===== config.mk =====
export PLATFORM = sky130hd
export DESIGN_NAME = mem_port_ctrl
export DESIGN_NICKNAME = d
export VERILOG_FILES = /design/src/rtl/mem_port_ctrl_pkg.sv /design/src/rtl/mem_byte_seq.sv /design/src/rtl/mem_port_ctrl.sv
export SDC_FILE = /design/constraint.sdc
export NUM_CORES = 1
export LEC_CHECK = 0
export ABC_CLOCK_PERIOD_IN_PS = 2100
export BUFFER_PORTS_ARGS = -buffer_cell sky130_fd_sc_hd__buf_2
export CORE_MARGIN = 3
export CORE_UTILIZATION = 30
export CTS_CLUSTER_DIAMETER = 100
export DETAILED_ROUTE_END_ITERATION = 10
export PLACE_DENSITY_LB_ADDON = 0.15
export SLEW_MARGIN = 20
export SYNTH_ARGS = -nofsm -noshare
export SYNTH_HDL_FRONTEND = slang
export SYNTH_SLANG_ARGS = --single-unit
export TNS_END_PERCENT = 30

===== constraint.sdc =====
create_clock -name mc_clk -period 2.1 [get_ports mc_clk]
set_clock_uncertainty 0.15 [all_clocks]
set_input_delay 0.105 -clock mc_clk [delete_from_list [all_inputs] [get_ports mc_clk]]
set_output_delay 0.105 -clock mc_clk [all_outputs]
set_load 0.05 [all_outputs]

===== src/rtl/mem_port_ctrl_pkg.sv =====
// Shared types and helpers for the memory-port controller and its byte sequencer.
package mem_port_ctrl_pkg;

  localparam int MC_DW = 32;

  // Controller state: IDLE accepts requests, STORE is mirroring a store byte by byte.
  typedef enum logic {
    MC_IDLE  = 1'b0,
    MC_STORE = 1'b1
  } mc_state_t;

  // Which issue lane owns the store in flight (selects the sdone pulse).
  typedef enum logic {
    LANE_1 = 1'b0,
    LANE_2 = 1'b1
  } mc_lane_t;

  // Isolate the lowest set bit of a byte-enable mask (zero in, zero out).
  function automatic logic [3:0] low_bit(input logic [3:0] m);
    return m & (~m + 4'd1);
  endfunction

endpackage


===== src/rtl/mem_byte_seq.sv =====
// Byte-beat sequencer: walks a store's byte enables lowest byte first.
// rem holds the bytes still to issue after the beat currently on the ports,
// so beat is the next beat to present and last means the current one is final.
module mem_byte_seq
  import mem_port_ctrl_pkg::*;
(
  input  logic       clk,
  input  logic       rst,
  input  logic       load,
  input  logic [3:0] mask,
  input  logic       advance,
  output logic [3:0] beat,
  output logic       last
);

  logic [3:0] rem;

  // Load strips the first beat (issued directly by the controller); advance strips the next.
  always_ff @(posedge clk) begin
    if (rst) begin
      rem <= 4'd0;
    end else if (load) begin
      rem <= mask & ~low_bit(mask);
    end else if (advance) begin
      rem <= rem & ~low_bit(rem);
    end
  end

  assign beat = low_bit(rem);
  assign last = (rem == 4'd0);

endmodule


===== src/rtl/mem_port_ctrl.sv =====
// Memory-stage port controller: parallel loads on two ports, stores mirrored to
// both port copies as one-byte beats, lane 1 treated as the older instruction.
module mem_port_ctrl
  import mem_port_ctrl_pkg::*;
#(
  parameter int DW = MC_DW,
  parameter int AW = 8
) (
  input  logic          mc_clk,
  input  logic          mc_rst,
  input  logic          mc_i_valid_1,
  input  logic          mc_i_valid_2,
  input  logic          mc_i_we_1,
  input  logic          mc_i_we_2,
  input  logic [3:0]    mc_i_mask_1,
  input  logic [3:0]    mc_i_mask_2,
  input  logic [AW-1:0] mc_i_addr_1,
  input  logic [AW-1:0] mc_i_addr_2,
  input  logic [DW-1:0] mc_i_wdata_1,
  input  logic [DW-1:0] mc_i_wdata_2,
  output logic          mc_o_ready_1,
  output logic          mc_o_ready_2,
  output logic          mc_o_rvalid_1,
  output logic          mc_o_rvalid_2,
  output logic [DW-1:0] mc_o_rdata_1,
  output logic [DW-1:0] mc_o_rdata_2,
  output logic          mc_o_sdone_1,
  output logic          mc_o_sdone_2,
  output logic          mc_o_ce_1,
  output logic          mc_o_ce_2,
  output logic          mc_o_wr_en_1,
  output logic          mc_o_wr_en_2,
  output logic [3:0]    mc_o_mask_1,
  output logic [3:0]    mc_o_mask_2,
  output logic [AW-1:0] mc_o_addr_1,
  output logic [AW-1:0] mc_o_addr_2,
  output logic [DW-1:0] mc_o_wdata_1,
  output logic [DW-1:0] mc_o_wdata_2,
  input  logic [DW-1:0] mc_i_load_data_1,
  input  logic [DW-1:0] mc_i_load_data_2
);

  mc_state_t     state;
  mc_lane_t      owner;
  logic          ld_vld_1_p0;
  logic          ld_vld_2_p0;

  logic          in_idle;
  logic          acc_1;
  logic          acc_2;
  logic          st_1;
  logic          st_2;
  logic          ld_1;
  logic          ld_2;
  logic          st_acc;
  logic [3:0]    st_mask;
  logic [AW-1:0] st_addr;
  logic [DW-1:0] st_wdata;
  logic [3:0]    seq_beat;
  logic          seq_last;
  logic          seq_adv;

  // Lane 2 may only go alongside lane 1 when both are loads; a lane-1 store, or a
  // lane-2 store behind a lane-1 load, must wait so program order is preserved.
  assign in_idle      = (state == MC_IDLE) && !mc_rst;
  assign mc_o_ready_1 = in_idle;
  assign mc_o_ready_2 = in_idle && (!mc_i_valid_1 || (!mc_i_we_1 && !mc_i_we_2));

  assign acc_1 = mc_i_valid_1 && mc_o_ready_1;
  assign acc_2 = mc_i_valid_2 && mc_o_ready_2;
  assign st_1  = acc_1 && mc_i_we_1;
  assign st_2  = acc_2 && mc_i_we_2;
  assign ld_1  = acc_1 && !mc_i_we_1;
  assign ld_2  = acc_2 && !mc_i_we_2;

  // At most one store is accepted per cycle, and never together with a load.
  assign st_acc   = st_1 || st_2;
  assign st_mask  = st_1 ? mc_i_mask_1  : mc_i_mask_2;
  assign st_addr  = st_1 ? mc_i_addr_1  : mc_i_addr_2;
  assign st_wdata = st_1 ? mc_i_wdata_1 : mc_i_wdata_2;

  assign seq_adv = (state == MC_STORE) && !seq_last;

  mem_byte_seq u_seq (
    .clk     (mc_clk),
    .rst     (mc_rst),
    .load    (st_acc),
    .mask    (st_mask),
    .advance (seq_adv),
    .beat    (seq_beat),
    .last    (seq_last)
  );

  // Controller FSM with registered memory-port outputs and store-complete pulses.
  always_ff @(posedge mc_clk) begin
    if (mc_rst) begin
      state        <= MC_IDLE;
      owner        <= LANE_1;
      mc_o_ce_1    <= 1'b0;
      mc_o_ce_2    <= 1'b0;
      mc_o_wr_en_1 <= 1'b0;
      mc_o_wr_en_2 <= 1'b0;
      mc_o_mask_1  <= 4'd0;
      mc_o_mask_2  <= 4'd0;
      mc_o_addr_1  <= '0;
      mc_o_addr_2  <= '0;
      mc_o_wdata_1 <= '0;
      mc_o_wdata_2 <= '0;
      mc_o_sdone_1 <= 1'b0;
      mc_o_sdone_2 <= 1'b0;
      ld_vld_1_p0  <= 1'b0;
      ld_vld_2_p0  <= 1'b0;
    end else begin
      mc_o_sdone_1 <= 1'b0;
      mc_o_sdone_2 <= 1'b0;
      ld_vld_1_p0  <= 1'b0;
      ld_vld_2_p0  <= 1'b0;
      case (state)
        MC_IDLE: begin
          mc_o_ce_1    <= 1'b0;
          mc_o_ce_2    <= 1'b0;
          mc_o_wr_en_1 <= 1'b0;
          mc_o_wr_en_2 <= 1'b0;
          mc_o_mask_1  <= 4'd0;
          mc_o_mask_2  <= 4'd0;
          mc_o_addr_1  <= '0;
          mc_o_addr_2  <= '0;
          mc_o_wdata_1 <= '0;
          mc_o_wdata_2 <= '0;
          if (st_acc) begin
            owner <= st_1 ? LANE_1 : LANE_2;
            if (st_mask != 4'd0) begin
              // First beat goes out immediately on both copies.
              state        <= MC_STORE;
              mc_o_ce_1    <= 1'b1;
              mc_o_ce_2    <= 1'b1;
              mc_o_wr_en_1 <= 1'b1;
              mc_o_wr_en_2 <= 1'b1;
              mc_o_mask_1  <= low_bit(st_mask);
              mc_o_mask_2  <= low_bit(st_mask);
              mc_o_addr_1  <= st_addr;
              mc_o_addr_2  <= st_addr;
              mc_o_wdata_1 <= st_wdata;
              mc_o_wdata_2 <= st_wdata;
            end else begin
              // Nothing to write: complete right away.
              mc_o_sdone_1 <= st_1;
              mc_o_sdone_2 <= st_2;
            end
          end else begin
            if (ld_1) begin
              mc_o_ce_1   <= 1'b1;
              mc_o_addr_1 <= mc_i_addr_1;
              ld_vld_1_p0 <= 1'b1;
            end
            if (ld_2) begin
              mc_o_ce_2   <= 1'b1;
              mc_o_addr_2 <= mc_i_addr_2;
              ld_vld_2_p0 <= 1'b1;
            end
          end
        end
        MC_STORE: begin
          if (seq_last) begin
            state        <= MC_IDLE;
            mc_o_ce_1    <= 1'b0;
            mc_o_ce_2    <= 1'b0;
            mc_o_wr_en_1 <= 1'b0;
            mc_o_wr_en_2 <= 1'b0;
            mc_o_mask_1  <= 4'd0;
            mc_o_mask_2  <= 4'd0;
            mc_o_addr_1  <= '0;
            mc_o_addr_2  <= '0;
            mc_o_wdata_1 <= '0;
            mc_o_wdata_2 <= '0;
            mc_o_sdone_1 <= (owner == LANE_1);
            mc_o_sdone_2 <= (owner == LANE_2);
          end else begin
            mc_o_mask_1 <= seq_beat;
            mc_o_mask_2 <= seq_beat;
          end
        end
      endcase
    end
  end

  // ---- stage p0 -> response: capture memory read data one cycle after issue ----
  always_ff @(posedge mc_clk) begin
    if (mc_rst) begin
      mc_o_rvalid_1 <= 1'b0;
      mc_o_rvalid_2 <= 1'b0;
      mc_o_rdata_1  <= '0;
      mc_o_rdata_2  <= '0;
    end else begin
      mc_o_rvalid_1 <= ld_vld_1_p0;
      mc_o_rvalid_2 <= ld_vld_2_p0;
      if (ld_vld_1_p0) mc_o_rdata_1 <= mc_i_load_data_1;
      if (ld_vld_2_p0) mc_o_rdata_2 <= mc_i_load_data_2;
    end
  end

endmodule


---- Word-level counts from Yosys, hierarchy flattened ----
Cells that the tools add are included.
storage, ports and cells
  register bits ........................... 131
  input port bits ......................... 158
  RAM bits ................................ 0
  memory bits (read-only) ................. 0
  bits in latches ......................... 0
  output and inout bits ................... 162
  memories kept ........................... 0
operators by class
  shifts and indexed selects .............. 0
  order comparisons ....................... 0
  add/subtract/negate cells ............... 2
  bitwise logic cells ..................... 10
  reduce and logical (&&, ||, !) cells .... 22
  eq/ne operators ......................... 1
  divide/modulo/power cells ............... 0
  mux-type cells .......................... 42
  multipliers ............................. 0
operator list
  cell                                           count
  2-to-1 mux 32 bit                              4
  case mux 32 bit (2 select lines)               1
  2-to-1 mux 8 bit                               7
  case mux 8 bit (2 select lines)                2
  2-to-1 mux 4 bit                               6
  AND 4 bit                                      4
  NOT 4 bit                                      4
  2-to-1 mux 1 bit                               15
  case mux 1 bit (2 select lines)                6
  logical AND 1 bit                              10
  adder 4 x 1 -> 4 bit, second input constant    2
  case mux 4 bit (2 select lines)                1
  logical NOT 1 bit                              5
  logical NOT 4 bit                              1
  nonzero test 4 bit                             1
  OR reduction 3 bit                             1
  logical OR 1 bit                               2
  != test 2 x 1 -> 1 bit, second input constant  1
  NOT 1 bit                                      2
  AND reduction 2 bit                            1
  nonzero test 2 bit                             1

---- Logic depth before layout (Yosys ltp) ----
Gate-level depths: netlist of run 1.
  depth in word-level cells ............... 11
  gate-level depth with buffers ........... 7
  depth with buffers taken out ............ 4

---- Cells and area by module ----
From an unflattened synthesis of run 1, not the netlist that was laid out.
second synthesis, totals
  cell total of the unflattened synthesis .. 560
  area, all modules ....................... 5,452.7 um^2
by module, submodules not included
  module         area an instance (um^2)  seq. area each (um^2)  instances  cells each
  mem_port_ctrl  5,281.3                  2,542.4                1          539
  mem_byte_seq   171.4                    60.1                   1          21

---- Worst setup path after synthesis of run 1 ----
Ideal clock, no wire load.
  path kind ............................... flip-flop to flip-flop
  start point ............................. reg state
  end point ............................... reg mc_o_addr_2[7]
  setup time .............................. 0.134 ns
  data arrival time ....................... 1.739 ns
  required time ........................... 1.816 ns
  setup slack ............................. 0.077 ns
  cell stages (with the launch flop) ...... 6
  clock period less this slack ............ 2.023 ns
  path through ............................ dfxtp_1 > buf_4 > nor2_4 > o21ai_1 > o31ai_4 > o31ai_1
between the ends
  word-level cells in the longest chain between the ends .. 9
  elaborated cells between the ends (all ways) .. 17
RTL lines
  what                                 line                  RTL
  start, declared                      mem_port_ctrl.sv:43   mc_state_t state;
  start signal, assigned               mem_port_ctrl.sv:97   state <= MC_IDLE;
  start signal, assigned               mem_port_ctrl.sv:134  state <= MC_STORE;
  start signal, assigned               mem_port_ctrl.sv:165  state <= MC_IDLE;
  NOT 1 bit (no source line) (*)       --
  logical AND 1 bit (*)                mem_port_ctrl.sv:65   assign in_idle = (state == MC_IDLE) && !mc_rst;
  via mc_o_ready_1                     mem_port_ctrl.sv:21   output logic mc_o_ready_1,
  logical AND 1 bit                    mem_port_ctrl.sv:69   assign acc_1 = mc_i_valid_1 && mc_o_ready_1;
  logical AND 1 bit                    mem_port_ctrl.sv:71   assign st_1 = acc_1 && mc_i_we_1;
  2-to-1 mux 4 bit                     mem_port_ctrl.sv:78   assign st_mask = st_1 ? mc_i_mask_1 : mc_i_mask_2;
  nonzero test 4 bit                   mem_port_ctrl.sv:132  if (st_mask != 4'd0) begin
  2-to-1 mux 8 bit                     mem_port_ctrl.sv:132
  2-to-1 mux 8 bit (*)                 mem_port_ctrl.sv:130  if (st_acc) begin
  case mux 8 bit (2 select lines) (*)  mem_port_ctrl.sv:118  case (state)
  end signal, assigned                 mem_port_ctrl.sv:142  mc_o_addr_2 <= st_addr;
  end signal, assigned                 mem_port_ctrl.sv:158  mc_o_addr_2 <= mc_i_addr_2;
  end, declared                        mem_port_ctrl.sv:36   output logic [AW-1:0] mc_o_addr_2,
Mark *: on every way through the listed nets, which the timed path passes. The rest lies on a longest branch.
A chain may end at the register's enable or synchronous reset.

---- Worst setup path in the final report of run 1 ----
  start point ............................. in mc_i_we_1
  end point ............................... reg mc_o_wdata_2[30]
between the ends
  word-level cells in the longest chain between the ends .. 9
  elaborated cells between the ends (all ways) .. 14
RTL lines
  what                                  line                  RTL
  start, declared                       mem_port_ctrl.sv:13   input logic mc_i_we_1,
  logical NOT 1 bit                     mem_port_ctrl.sv:67   assign mc_o_ready_2 = in_idle && (!mc_i_valid_1 || (!mc_i_we_1 && !mc_i_we_2));
  logical AND 1 bit                     mem_port_ctrl.sv:67
  logical OR 1 bit                      mem_port_ctrl.sv:67
  logical AND 1 bit                     mem_port_ctrl.sv:67
  logical AND 1 bit                     mem_port_ctrl.sv:70   assign acc_2 = mc_i_valid_2 && mc_o_ready_2;
  logical AND 1 bit                     mem_port_ctrl.sv:72   assign st_2 = acc_2 && mc_i_we_2;
  logical OR 1 bit                      mem_port_ctrl.sv:77   assign st_acc = st_1 || st_2;
  2-to-1 mux 32 bit (*)                 mem_port_ctrl.sv:130
  case mux 32 bit (2 select lines) (*)  mem_port_ctrl.sv:118
  end signal, assigned                  mem_port_ctrl.sv:144  mc_o_wdata_2 <= st_wdata;
  end, declared                         mem_port_ctrl.sv:38   output logic [DW-1:0] mc_o_wdata_2,
Mark *: on every way between the ends. The rest lies on a longest branch, timed or not.

==> results of run 1 <==
path summary, 6_finish.rpt:
check	to	slack, ps	startpoint	cells after the start
max	mc_o_wdata_2[30]	30	mc_i_we_1	7
min	mc_o_rdata_1[8]	40	mc_rst	3
max reg2reg	mc_o_wdata_2[30]	70	state	5
min reg2reg	mc_o_addr_2[1]	300	mc_o_addr_2[1]	2
power groups by stage:
stage	clock [mW]	sequential (mW)	combinational [mW]
floorplan	0	2.98	0.456
global placement	0	2.69	1.07
detailed placement	0	2.69	1.08
CTS	3.32	2.64	1.32
global route	3.44	2.65	1.42
finish	3.24	2.64	1.35
flip-flops by register name (all words and copies together), names as in the netlist:
name,cells
ld_vld_1_p0,1
ld_vld_2_p0,1
mc_o_addr_1,8
mc_o_addr_2,8
mc_o_ce_1,1
mc_o_ce_2,1
mc_o_mask_2,4
mc_o_rdata_1,32
mc_o_rdata_2,32
mc_o_rvalid_1,1
mc_o_rvalid_2,1
mc_o_sdone_1,1
mc_o_sdone_2,1
mc_o_wdata_2,32
mc_o_wr_en_2,1
owner,1
state,1
u_seq.rem,3
cell type report:
class                      instances  area, sq um
inverter                           1         3.75
tap                              225          282
timing repair buffer             502         3490
multi-input combinational        342         2390
sequential                       130         2610
fill                            1597         8110
clock buffer                      19          443
clock inverter                    13          208
cells by family (layout without fill, tap and decap cells):
| family | after synthesis | count (layout) |
|---|---|---|
| AO/OA/AOI/OAI | 82 | 82 |
| buffers and inverters | 73 | 535 |
| flip-flops | 130 | 130 |
| multiplexers | 108 | 108 |
| AND/OR/NAND/NOR | 152 | 152 |
per-layer routing:
metal / GRT usage (%) / up-vias
li1: - / 2731
met5: 0 / -
met2: 33.9 / 229
met3: 5.02 / 33
met1: 20.3 / 2495
met4: 6.99 / 0
critical path: cells and delay by family:
kind	cells	cell delay [ps]
buf+inv	4	1570
mux	1	200
compound gates	1	50
simple gates	1	290
cell usage in the layout, fill, tap and decap left out, types with 5 or more instances in the layout:
cell type / instances
sky130_fd_sc_hd__buf_2: 319
sky130_fd_sc_hd__o21ai_2: 28
sky130_fd_sc_hd__buf_4: 11
sky130_fd_sc_hd__buf_12: 6
sky130_fd_sc_hd__nand2_1: 57
sky130_fd_sc_hd__nor2_1: 69
sky130_fd_sc_hd__dlygate4sd3_1: 164
sky130_fd_sc_hd__a21oi_1: 8
sky130_fd_sc_hd__clkbuf_16: 18
sky130_fd_sc_hd__bufinv_16: 5
sky130_fd_sc_hd__o21ai_1: 10
sky130_fd_sc_hd__a22oi_1: 7
sky130_fd_sc_hd__mux2i_1: 105
sky130_fd_sc_hd__o21ai_0: 15
sky130_fd_sc_hd__dfxtp_1: 128
timing repair:
action	4_1_cts	5_1_grt
pin swaps	1	1
buffers inserted	0	1
endpoints found under the hold margin	121	0
endpoints found under the setup margin	9	18
cloned	0	1
resized for setup	0	2
hold buffers	164	0
per-stage QoR:
stage          setup TNS (ps)  hold WS [ps]  instances  instance area (sq um)  utilization [%]
6_report                    0          38.4       1232                   9420             53.7
5_1_grt                  -170          32.0       1232                   9420             53.7
4_1_cts                 -8.20          19.0       1229                   9350             53.3
3_5_place_dp                0           194       1033                   7060             40.2
3_3_place_gp                0           192       1033                   7060             40.2
2_1_floorplan               0          31.7        545                   5460                -
==> impl_summary.log, run 1 <==
INFO  metric run_status = completed
INFO  metric num_rows = 48
INFO  metric yosys.area.top_type_share = 47.7%
INFO  metric vias_in_the_first_global_route = 5721
INFO  metric min_path_type = input port to flop
INFO  metric mappedNetlistNets = 703
INFO  metric rsz0062_at_grt = true
INFO  metric route.met2.wl = 9730 um
INFO  metric largest_family_of_logic_cells_by_synthesized_area = multiplexers
INFO  metric yosys_reg_bits = 130
INFO  metric grt_start_max_net_pins = 65
INFO  metric post-place-ws = between 1 and 1.5 ps
INFO  metric pwr-share-seq = 36.5%
INFO  metric cp.required = 2240 ps
INFO  metric worst-path-max-fanout = 8
INFO  metric synth.distinct_cells = 44
INFO  metric clock_tree.htree_level_count = 4
INFO  metric synth_simple_gate_area_share = 12.2%
INFO  metric number_of_max_cap_violations = 0
INFO  metric worst_path_max_delay_cell = sky130_fd_sc_hd__dlygate4sd3_1
INFO  metric maxClockFrequency = 484 MHz
INFO  metric top_layer = met4
INFO  metric die_height = 141 um
INFO  metric final_layout_size_suffix_gt1_share = 40.8%
INFO  metric intPower = approximately 5.3 mW
INFO  metric area.growth.synth_to_final = 72.8%
INFO  metric layout.nets = 1152
INFO  metric drt-wirelength-per-cell = ~15 um
INFO  metric routedLengthMet1 = 7680 um
INFO  metric comb_power_share = about a fifth
INFO  metric crit_path_end_kind = flop
INFO  metric timing.slew.headroom = 56.2%
INFO  metric synth.top_cells.by_area = sky130_fd_sc_hd__dfxtp_1 (48%), sky130_fd_sc_hd__mux2i_1 (19%), sky130_fd_sc_hd__buf_4 (5.6%)
INFO  metric synthXorXnorAreaFrac = 0%
INFO  metric finalWirelength = roughly 19000 um
INFO  metric detail_route.first_pass.iterations = 4
INFO  metric power.density = 766 mW/mm^2
INFO  metric finalHoldViolCount = 0
INFO  metric net-switching-power = 1.96 mW
INFO  metric cts_num_sinks = between 100 and 150
INFO  metric yosys-top-cells-count = sky130_fd_sc_hd__dfxtp_1 (130), sky130_fd_sc_hd__mux2i_1 (105), sky130_fd_sc_hd__nor2_1 (70)
INFO  metric start_util = 31.1%
INFO  metric synth_async_reset_ratio = 0%
INFO  metric clock_tree.buffer_depth = 2
INFO  metric dieArea = 0.0198 sq mm
INFO  metric critPathArrivalTime = approximately 2200 ps
INFO  metric share_of_the_yosys_chip_area_belonging_to_registers = between 40% and 50%
INFO  metric grt_first_pass_wirelength = 29500 um
INFO  metric min_period = a little over 2000 ps
INFO  metric core_area = 0.0175 sq mm
INFO  metric synth-compound-area-share = 11.3%
INFO  metric cts_inserted_buffers = 17
INFO  metric synthesis.area_per_instance = around 10 sq um
INFO  metric minimum_setup_slack_in_the_final_design = approximately 33 ps
INFO  metric slew_viol_final = 0
INFO  metric p_sw_share = about 27%
INFO  metric initialDrtViolationCount = 109
INFO  metric cts_tree = built
INFO  metric max-vdd-ir-drop = approximately 0.0005 V
INFO  metric yosysWarnings = 0
INFO  metric report.final.setup_viol = 0
INFO  metric vias_post_dr = 5488
INFO  metric syn-cell-area = 0.00546 sq mm
INFO  metric path_clk_slew = 60 ps
INFO  metric path_cells = dlygate4sd3_1 -> buf_2 -> nor4bb_4 -> buf_4 -> mux2i_1 -> dlygate4sd3_1 -> o21ai_2
INFO  metric globalRouteTotalUtil = 18.5%
INFO  metric power.clock.fraction = between 40 and 50%
INFO  metric drc_errors_left = 0
INFO  metric number_of_enable_type_register_cells_in_the_synthesized_netlist = 0
INFO  metric netlist_instances = 545
INFO  metric synth.most_common_cell = sky130_fd_sc_hd__dfxtp_1
INFO  metric power = 7.22 mW
INFO  metric gp_routability_congestion = 0.811
INFO  metric crit_top_cell = sky130_fd_sc_hd__dlygate4sd3_1
INFO  metric die_width = between 100 and 150 um
INFO  metric critical_path.max_stage_delay = between 500 and 600 ps
INFO  metric gr_overflow_total = 0
INFO  metric synth.area.mux_share = 20.2%
INFO  metric wl_met3 = about 1200 um
INFO  metric critical_path.startpoint_type = input port
INFO  metric p_leak = between 4 and 5 nW
INFO  metric tightest_slew = ~660 ps
INFO  metric clk_latency = 400 ps
INFO  metric dp.final_hpwl = 13000 um
INFO  metric yosys.area_share.adder = 0%
INFO  metric placement.io_buffers = 319
INFO  metric antenna_found_initial = 0
INFO  metric post_drt_antenna_nets = 0
INFO  metric num_antenna_cells = 0
INFO  metric synthDominantAreaCellType = sky130_fd_sc_hd__dfxtp_1
INFO  metric vias_per_cell = approximately 4.5
INFO  metric pin_count = 320
INFO  metric cts_root_buffer = sky130_fd_sc_hd__clkbuf_16
INFO  metric fin_crit_sh = about 100%
INFO  metric synth_ff_type = sky130_fd_sc_hd__dfxtp_1
INFO  metric timing.setup.critical_path_class = input port to flop
Power figures use the tool's default switching activity.
==> run 2: changes to the inputs <==
--- a/config.mk
+++ b/config.mk
@@ -11,7 +11,7 @@
 export CORE_UTILIZATION = 30
 export CTS_CLUSTER_DIAMETER = 100
 export DETAILED_ROUTE_END_ITERATION = 10
-export PLACE_DENSITY_LB_ADDON = 0.15
+export PLACE_DENSITY = 0.68
 export SLEW_MARGIN = 20
 export SYNTH_ARGS = -nofsm -noshare
 export SYNTH_HDL_FRONTEND = slang
==> run 2 against run 1 <==
Compared with the run above: worst setup slack better by 27 ps; non-clock buffer count up 1; critical path depth unchanged; count of clock-buffer cells in the layout down 2; routed wire length up 4.3%; clock power down 3%; first-iteration DRC count up 76%; final cell count about the same; register-to-register slack better by 40 ps; worst hold slack worse by 3.4 ps; flip-flop and latch count unchanged; critical endpoint is now mc_o_addr_1[1]; highest routed layer unchanged.
==> impl_summary.log, run 2 (synthesis gave the netlist of run 1 again) <==
INFO  metric pwr-share-seq = between 30% and 40%
INFO  metric num_antenna_cells = 0
INFO  metric num_rows = 48
INFO  metric finalWirelength = 19900 um
INFO  metric timing.setup.critical_path_class = input port to flop
INFO  metric power.density = 760 mW/mm^2
INFO  metric slew_viol_final = 0
INFO  metric layout_common_cells = sky130_fd_sc_hd__buf_2 (319), sky130_fd_sc_hd__dlygate4sd3_1 (163), sky130_fd_sc_hd__dfxtp_1 (128)
INFO  metric cts_tree = built
INFO  metric finalHoldViolCount = 0
INFO  metric path_cells = dlygate4sd3_1 -> buf_2 -> nor4bb_4 -> buf_4 -> mux2_4 -> o311ai_4 -> o21ai_0
INFO  metric fin_crit_sh = 97.1%
INFO  metric tightest_slew = 699 ps
INFO  metric intPower = about 5 mW
INFO  metric gp_routability_congestion = around 0.8
INFO  metric clock_tree.htree_level_count = 4
INFO  metric layout.core_utilization = 53.6%
INFO  metric rsz0062_at_grt = true
INFO  metric max-vdd-ir-drop = 0.000522 V
INFO  metric antenna_found_initial = 0
INFO  metric cts_root_buffer = sky130_fd_sc_hd__clkbuf_16
INFO  metric drt-wirelength-per-cell = roughly 16 um
INFO  metric die_width = 141 um
INFO  metric final_cell_count_without_fillers = 1233
INFO  metric p_sw_share = 28.3%
INFO  metric final_layout_size_suffix_gt1_share = 41.2%
INFO  metric critical_path.startpoint_type = input port
INFO  metric core_area = 0.0175 sq mm
INFO  metric grt_first_pass_wirelength = 30800 um
INFO  metric drc_errors_left = 0
INFO  metric area.growth.synth_to_final = 72.2%
INFO  metric finalInstanceArea = 0.00939 sq mm
INFO  metric initialDrtViolationCount = 192
INFO  metric number_of_max_cap_violations = 0
INFO  metric die_height = approximately 140 um
INFO  metric fillers = about 1500
INFO  metric cts_inserted_buffers = 17
INFO  metric cts_num_sinks = between 100 and 150
INFO  metric gr_overflow_total = 0
INFO  metric placement.io_buffers = 319
INFO  metric comb_power_share = 19.0%
INFO  metric maxClockFrequency = ~490 MHz
INFO  metric power = 7.14 mW
INFO  metric vias_in_the_first_global_route = a little under 6000
INFO  metric critPathBufInv = 3
INFO  metric worst_hold_slack = approximately 35 ps
INFO  metric power.clock.fraction = about 44%
INFO  metric min_path_type = input port to flop
INFO  metric layout_commonest_cell = sky130_fd_sc_hd__buf_2
INFO  metric critPathArrivalTime = 2170 ps
INFO  metric dp.final_hpwl = roughly 13000 um
INFO  metric critical_path.max_stage_delay = 550 ps
INFO  metric cp_top_family = buffers and inverters
INFO  metric p_leak = 4.39 nW
INFO  metric worst-path-max-fanout = 8
INFO  metric register_area = around 0.0026 sq mm
INFO  metric reg_top3 = mc_o_rdata_1 (32), mc_o_rdata_2 (32), mc_o_wdata_2 (32)
INFO  metric timing.slew.headroom = between 50% and 60%
INFO  metric min_period = about 2000 ps
INFO  metric worstRegToRegCells = 5
INFO  metric post_drt_antenna_nets = 0
INFO  metric path_clk_slew = 60 ps
INFO  metric report.final.setup_viol = 0
INFO  metric net-switching-power = 2.02 mW
INFO  metric run_status = completed
INFO  metric worst_hold_path.num_cells = 4
INFO  metric vias_per_cell = between 4 and 5
INFO  metric pin_count = 320
INFO  metric place_inst = a little over 1000
INFO  metric grt_start_max_net_pins = 67
INFO  metric clock_tree.buffer_depth = 2
INFO  metric cp.depth = 7
INFO  metric globalRouteTotalUtil = 19.5%
INFO  metric post_dp_cell_area = 0.00705 sq mm
INFO  metric crit_path_end_kind = flop
INFO  metric multi_input_area = 0.00240 sq mm
INFO  metric vias_post_dr = 5590
INFO  metric cp.required = 2230 ps
INFO  metric layout.nets = approximately 1200
INFO  metric dieArea = about 0.02 sq mm
INFO  metric detail_route.first_pass.iterations = 4
INFO  metric clk_latency = 410 ps
INFO  metric worst_path_max_delay_cell = sky130_fd_sc_hd__dlygate4sd3_1
INFO  metric start_util = 31.1%
run 2: cell types whose count changed in the layout (fill, tap and decap cells not counted), sizes merged:
| cell | change |
|---|---|
| buf | +3 |
| clkbuf | -3 |
| inv | +3 |
| bufinv | -1 |
| dlygate4sd3 | -1 |
run 2: metrics by stage:
step | setup TNS [ps] | worst slack, ps
6_report | 0 | 60.1
3_5_place_dp | 0 | 37.4
3_3_place_gp | 0 | 62.7
4_1_cts | 0 | 11.3
5_1_grt | -118 | -34.8
2_1_floorplan | 0 | 77.3
run 2: area by class of cell:
class	instances	share of cell area (%)
timing repair buffer	503	37.0
clock inverter	15	2.17
tap	225	3.00
inverter	1	0.0400
clock buffer	17	4.53
multi-input combinational	342	25.6
sequential	130	27.7
run 2: power groups by stage:
stage          combinational (mW)  sequential, mW  clock (mW)
2_1_floorplan               0.456            2.98           0
3_3_place_gp                 1.08            2.68           0
3_5_place_dp                 1.09            2.68           0
4_1_cts                      1.33            2.63        3.25
5_1_grt                      1.43            2.64        3.35
6_report                     1.36            2.63        3.15
run 2: metal layers:
metal,part of all wire [%],wire [um],vias up,global-route usage (%)
met5,0,0,-,0
met4,2.9,574,0,7.96
met3,8.1,1620,33,6.17
met2,49,9760,271,33.7
met1,40,7960,2555,22.3
li1,-,-,2731,-
run 2: path summary, 6_finish.rpt:
| check | startpoint | to | slack, ps |
|---|---|---|---|
| worst max-delay path | mc_rst | mc_o_addr_1[1] | 60 |
| worst min register to register | mc_o_addr_2[2] | mc_o_addr_2[2] | 290 |
| worst max register to register | state | mc_o_addr_1[1] | 110 |
| worst min-delay path | mc_i_mask_2[1] | mc_o_mask_2[2] | 40 |
run 2: what timing repair did:
action	in CTS	in global routing
hold buffers	163	1
hold endpoints to repair	123	1
setup buffers	0	2
endpoints found under the setup margin	0	27
resized for setup	0	11
run 2: worst register-to-register path, cell delays in order, from the launching register on:
cell and delay, ps:
sky130_fd_sc_hd__dfxtp_1 330, sky130_fd_sc_hd__nor4bb_4 270, sky130_fd_sc_hd__buf_4 190, sky130_fd_sc_hd__mux2_4 370, sky130_fd_sc_hd__o311ai_4 400, sky130_fd_sc_hd__o21ai_0 160
==> run 3: changes to the inputs <==
--- a/config.mk
+++ b/config.mk
@@ -11,7 +11,7 @@
 export CORE_UTILIZATION = 30
 export CTS_CLUSTER_DIAMETER = 100
 export DETAILED_ROUTE_END_ITERATION = 10
-export PLACE_DENSITY = 0.68
+export PLACE_DENSITY = 0.57
 export SLEW_MARGIN = 20
 export SYNTH_ARGS = -nofsm -noshare
 export SYNTH_HDL_FRONTEND = slang
==> run 3 against run 2 <==
Compared with the run above: final cell count up 0.41%; routed wire length decreased by 7.2%; combinational power about the same; die area did not move; highest routed layer unchanged.
==> impl_summary.log, run 3 (synthesis gave the netlist of run 1 again) <==
INFO  metric vias_per_cell = between 4 and 5
INFO  metric final_layout_size_suffix_gt1_share = around two fifths
INFO  metric finalHoldViolCount = 0
INFO  metric slew_viol_final = 0
INFO  metric layout_common_cells = sky130_fd_sc_hd__buf_2 (318), sky130_fd_sc_hd__dlygate4sd3_1 (161), sky130_fd_sc_hd__dfxtp_1 (128)
INFO  metric power.density = 765 mW/mm^2
INFO  metric power.clock.fraction = roughly 45%
INFO  metric initialDrtViolationCount = 164
INFO  metric worst-path-max-fanout = 5
INFO  metric gr_overflow_total = 0
INFO  metric detail_route.first_pass.iterations = 4
INFO  metric area.growth.synth_to_final = 73.1%
INFO  metric clk_latency = 410 ps
INFO  metric finalInstanceArea = between 0.009 and 0.01 sq mm
INFO  metric post_dp_cell_area = 0.00709 sq mm
INFO  metric layout.core_utilization = 53.8%
INFO  metric crit-reg2reg-launch = state
INFO  metric cts_root_buffer = sky130_fd_sc_hd__clkbuf_16
INFO  metric tightest_slew = 722 ps
INFO  metric cts_num_sinks = 130
INFO  metric start_util = between 30% and 40%
INFO  metric layout.nets = 1157
INFO  metric intPower = ~5.3 mW
INFO  metric cp.required = 2220 ps
INFO  metric grt_start_max_net_pins = 68
INFO  metric clock_tree.buffer_depth = 2
INFO  metric vias_post_dr = 5462
INFO  metric regToRegEndpoint = state
INFO  metric drt-wirelength-per-cell = ~15 um
INFO  metric globalRouteTotalUtil = 18.2%
INFO  metric report.final.setup_viol = 0
INFO  metric worst_r2r_setup_slack = 150 ps
INFO  metric clock_tree.htree_level_count = 4
INFO  metric drc_errors_left = 0
INFO  metric min_period = 2040 ps
INFO  metric cts_tree = built
INFO  metric path_clk_slew = ~50 ps
INFO  metric max-vdd-ir-drop = 0.000539 V
INFO  metric gp_routability_congestion = 0.825
INFO  metric pwr-share-seq = 36.3%
INFO  metric grt_first_pass_wirelength = 29000 um
INFO  metric maxClockFrequency = approximately 490 MHz
INFO  metric run_status = completed
INFO  metric comb_power_share = a little under a fifth
INFO  metric setup.worst_path.end = state
INFO  metric num_rows = 48
INFO  metric p_sw_share = a little over a quarter
INFO  metric worstRegToRegCells = 7
INFO  metric critPathArrivalTime = 2160 ps
INFO  metric critical_path.startpoint_type = input port
INFO  metric timing.slew.headroom = 51.8%
INFO  metric die_width = 141 um
INFO  metric crit_path_end_kind = flop
INFO  metric p_leak = 4.41 nW
INFO  metric layout_commonest_cell = sky130_fd_sc_hd__buf_2
INFO  metric fin_crit_sh = between 90 and 100%
INFO  metric min_path_type = input port to flop
INFO  metric vias_in_the_first_global_route = 5594
INFO  metric net-switching-power = ~2.0 mW
INFO  metric reg_top3 = mc_o_rdata_1 (32), mc_o_rdata_2 (32), mc_o_wdata_2 (32)
INFO  metric antenna_found_initial = 1
INFO  metric critical_path_source = mc_rst
INFO  metric dp.final_hpwl = 12300 um
INFO  metric pin_count = 320
INFO  metric core_area = 0.0175 sq mm
INFO  metric timing.setup.critical_path_class = input port to flop
INFO  metric rsz0062_at_grt = true
INFO  metric die_height = ~140 um
INFO  metric cts_inserted_buffers = 17
INFO  metric dieArea = slightly below 0.02 sq mm
INFO  metric number_of_max_cap_violations = 0
INFO  metric placement.io_buffers = 319
INFO  metric finalWirelength = 18500 um
INFO  metric fillers = 1530
INFO  metric post_drt_antenna_nets = 0
[run 3: worst min path at each step]
stage / startpoint / endpoint / slack (ps) / cells after the start
3_3_place_gp: mc_i_we_1 / ld_vld_1_p0 / 190 / 2
2_1_floorplan: mc_i_we_1 / ld_vld_1_p0 / 30 / 1
6_report: mc_i_valid_1 / ld_vld_1_p0 / 10 / 3
5_1_grt: mc_i_valid_1 / ld_vld_1_p0 / 20 / 3
3_5_place_dp: mc_i_we_1 / ld_vld_1_p0 / 170 / 2
4_1_cts: mc_i_valid_1 / ld_vld_1_p0 / 4 / 3
[run 3: final cells by class]
cell class	instances	area [sq um]	share of cell area, %
Tap cell	225	282	2.98
Clock inverter	13	208	2.20
Clock buffer	19	443	4.69
Sequential cell	130	2610	27.6
Antenna cell	1	2.50	0.0265
Timing Repair Buffer	506	3500	37.1
Multi-Input combinational cell	343	2400	25.4
Inverter	1	3.75	0.0398
[run 3: power groups by stage]
stage	Clock (mW)	Combinational [mW]	Sequential, mW
detailed placement	0	1.09	2.68
CTS	3.32	1.33	2.63
floorplan	0	0.456	2.98
finish	3.24	1.35	2.62
global route	3.45	1.44	2.64
global placement	0	1.08	2.68
[run 3: critical path, cell delays in order]
cell                            delay [ps]
sky130_fd_sc_hd__dlygate4sd3_1         570
sky130_fd_sc_hd__buf_6                 130
sky130_fd_sc_hd__nor4bb_4              360
sky130_fd_sc_hd__buf_4                 190
sky130_fd_sc_hd__mux2i_4                70
sky130_fd_sc_hd__buf_12                160
sky130_fd_sc_hd__o21ai_4               290
sky130_fd_sc_hd__buf_4                 220
sky130_fd_sc_hd__a21oi_2                60
[run 3: repair_timing]
item                       in CTS  in global routing
setup endpoints to repair       0                 34
buffers inserted                0                  4
resized for setup               0                  4
hold endpoints to repair      125                  0
hold buffers                  161                  0
[run 3: metal layers]
metal / routed length (um) / share of wire, % / global-route usage [%] / up-vias
li1: - / - / - / 2734
met3: 1490 / 8.0 / 6.28 / 27
met2: 9220 / 50 / 32.1 / 228
met1: 7410 / 40 / 20.5 / 2473
met4: 359 / 1.9 / 5.97 / 0
met5: 0 / 0 / 0 / -
[run 3: per-stage QoR]
step / hold slack (ps) / worst slack, ps / cells / setup TNS (ps) / total power [mW]
global placement: 186 / 112 / 1037 / 0 / 3.76
detailed placement: 170 / 99.7 / 1038 / 0 / 3.76
finish: 14.3 / 61.5 / 1238 / 0 / 7.22
CTS: 3.52 / 51.4 / 1231 / 0 / 7.28
floorplan: 31.7 / 77.3 / 545 / 0 / 3.44
global route: 19.8 / -34.6 / 1238 / -178 / 7.52
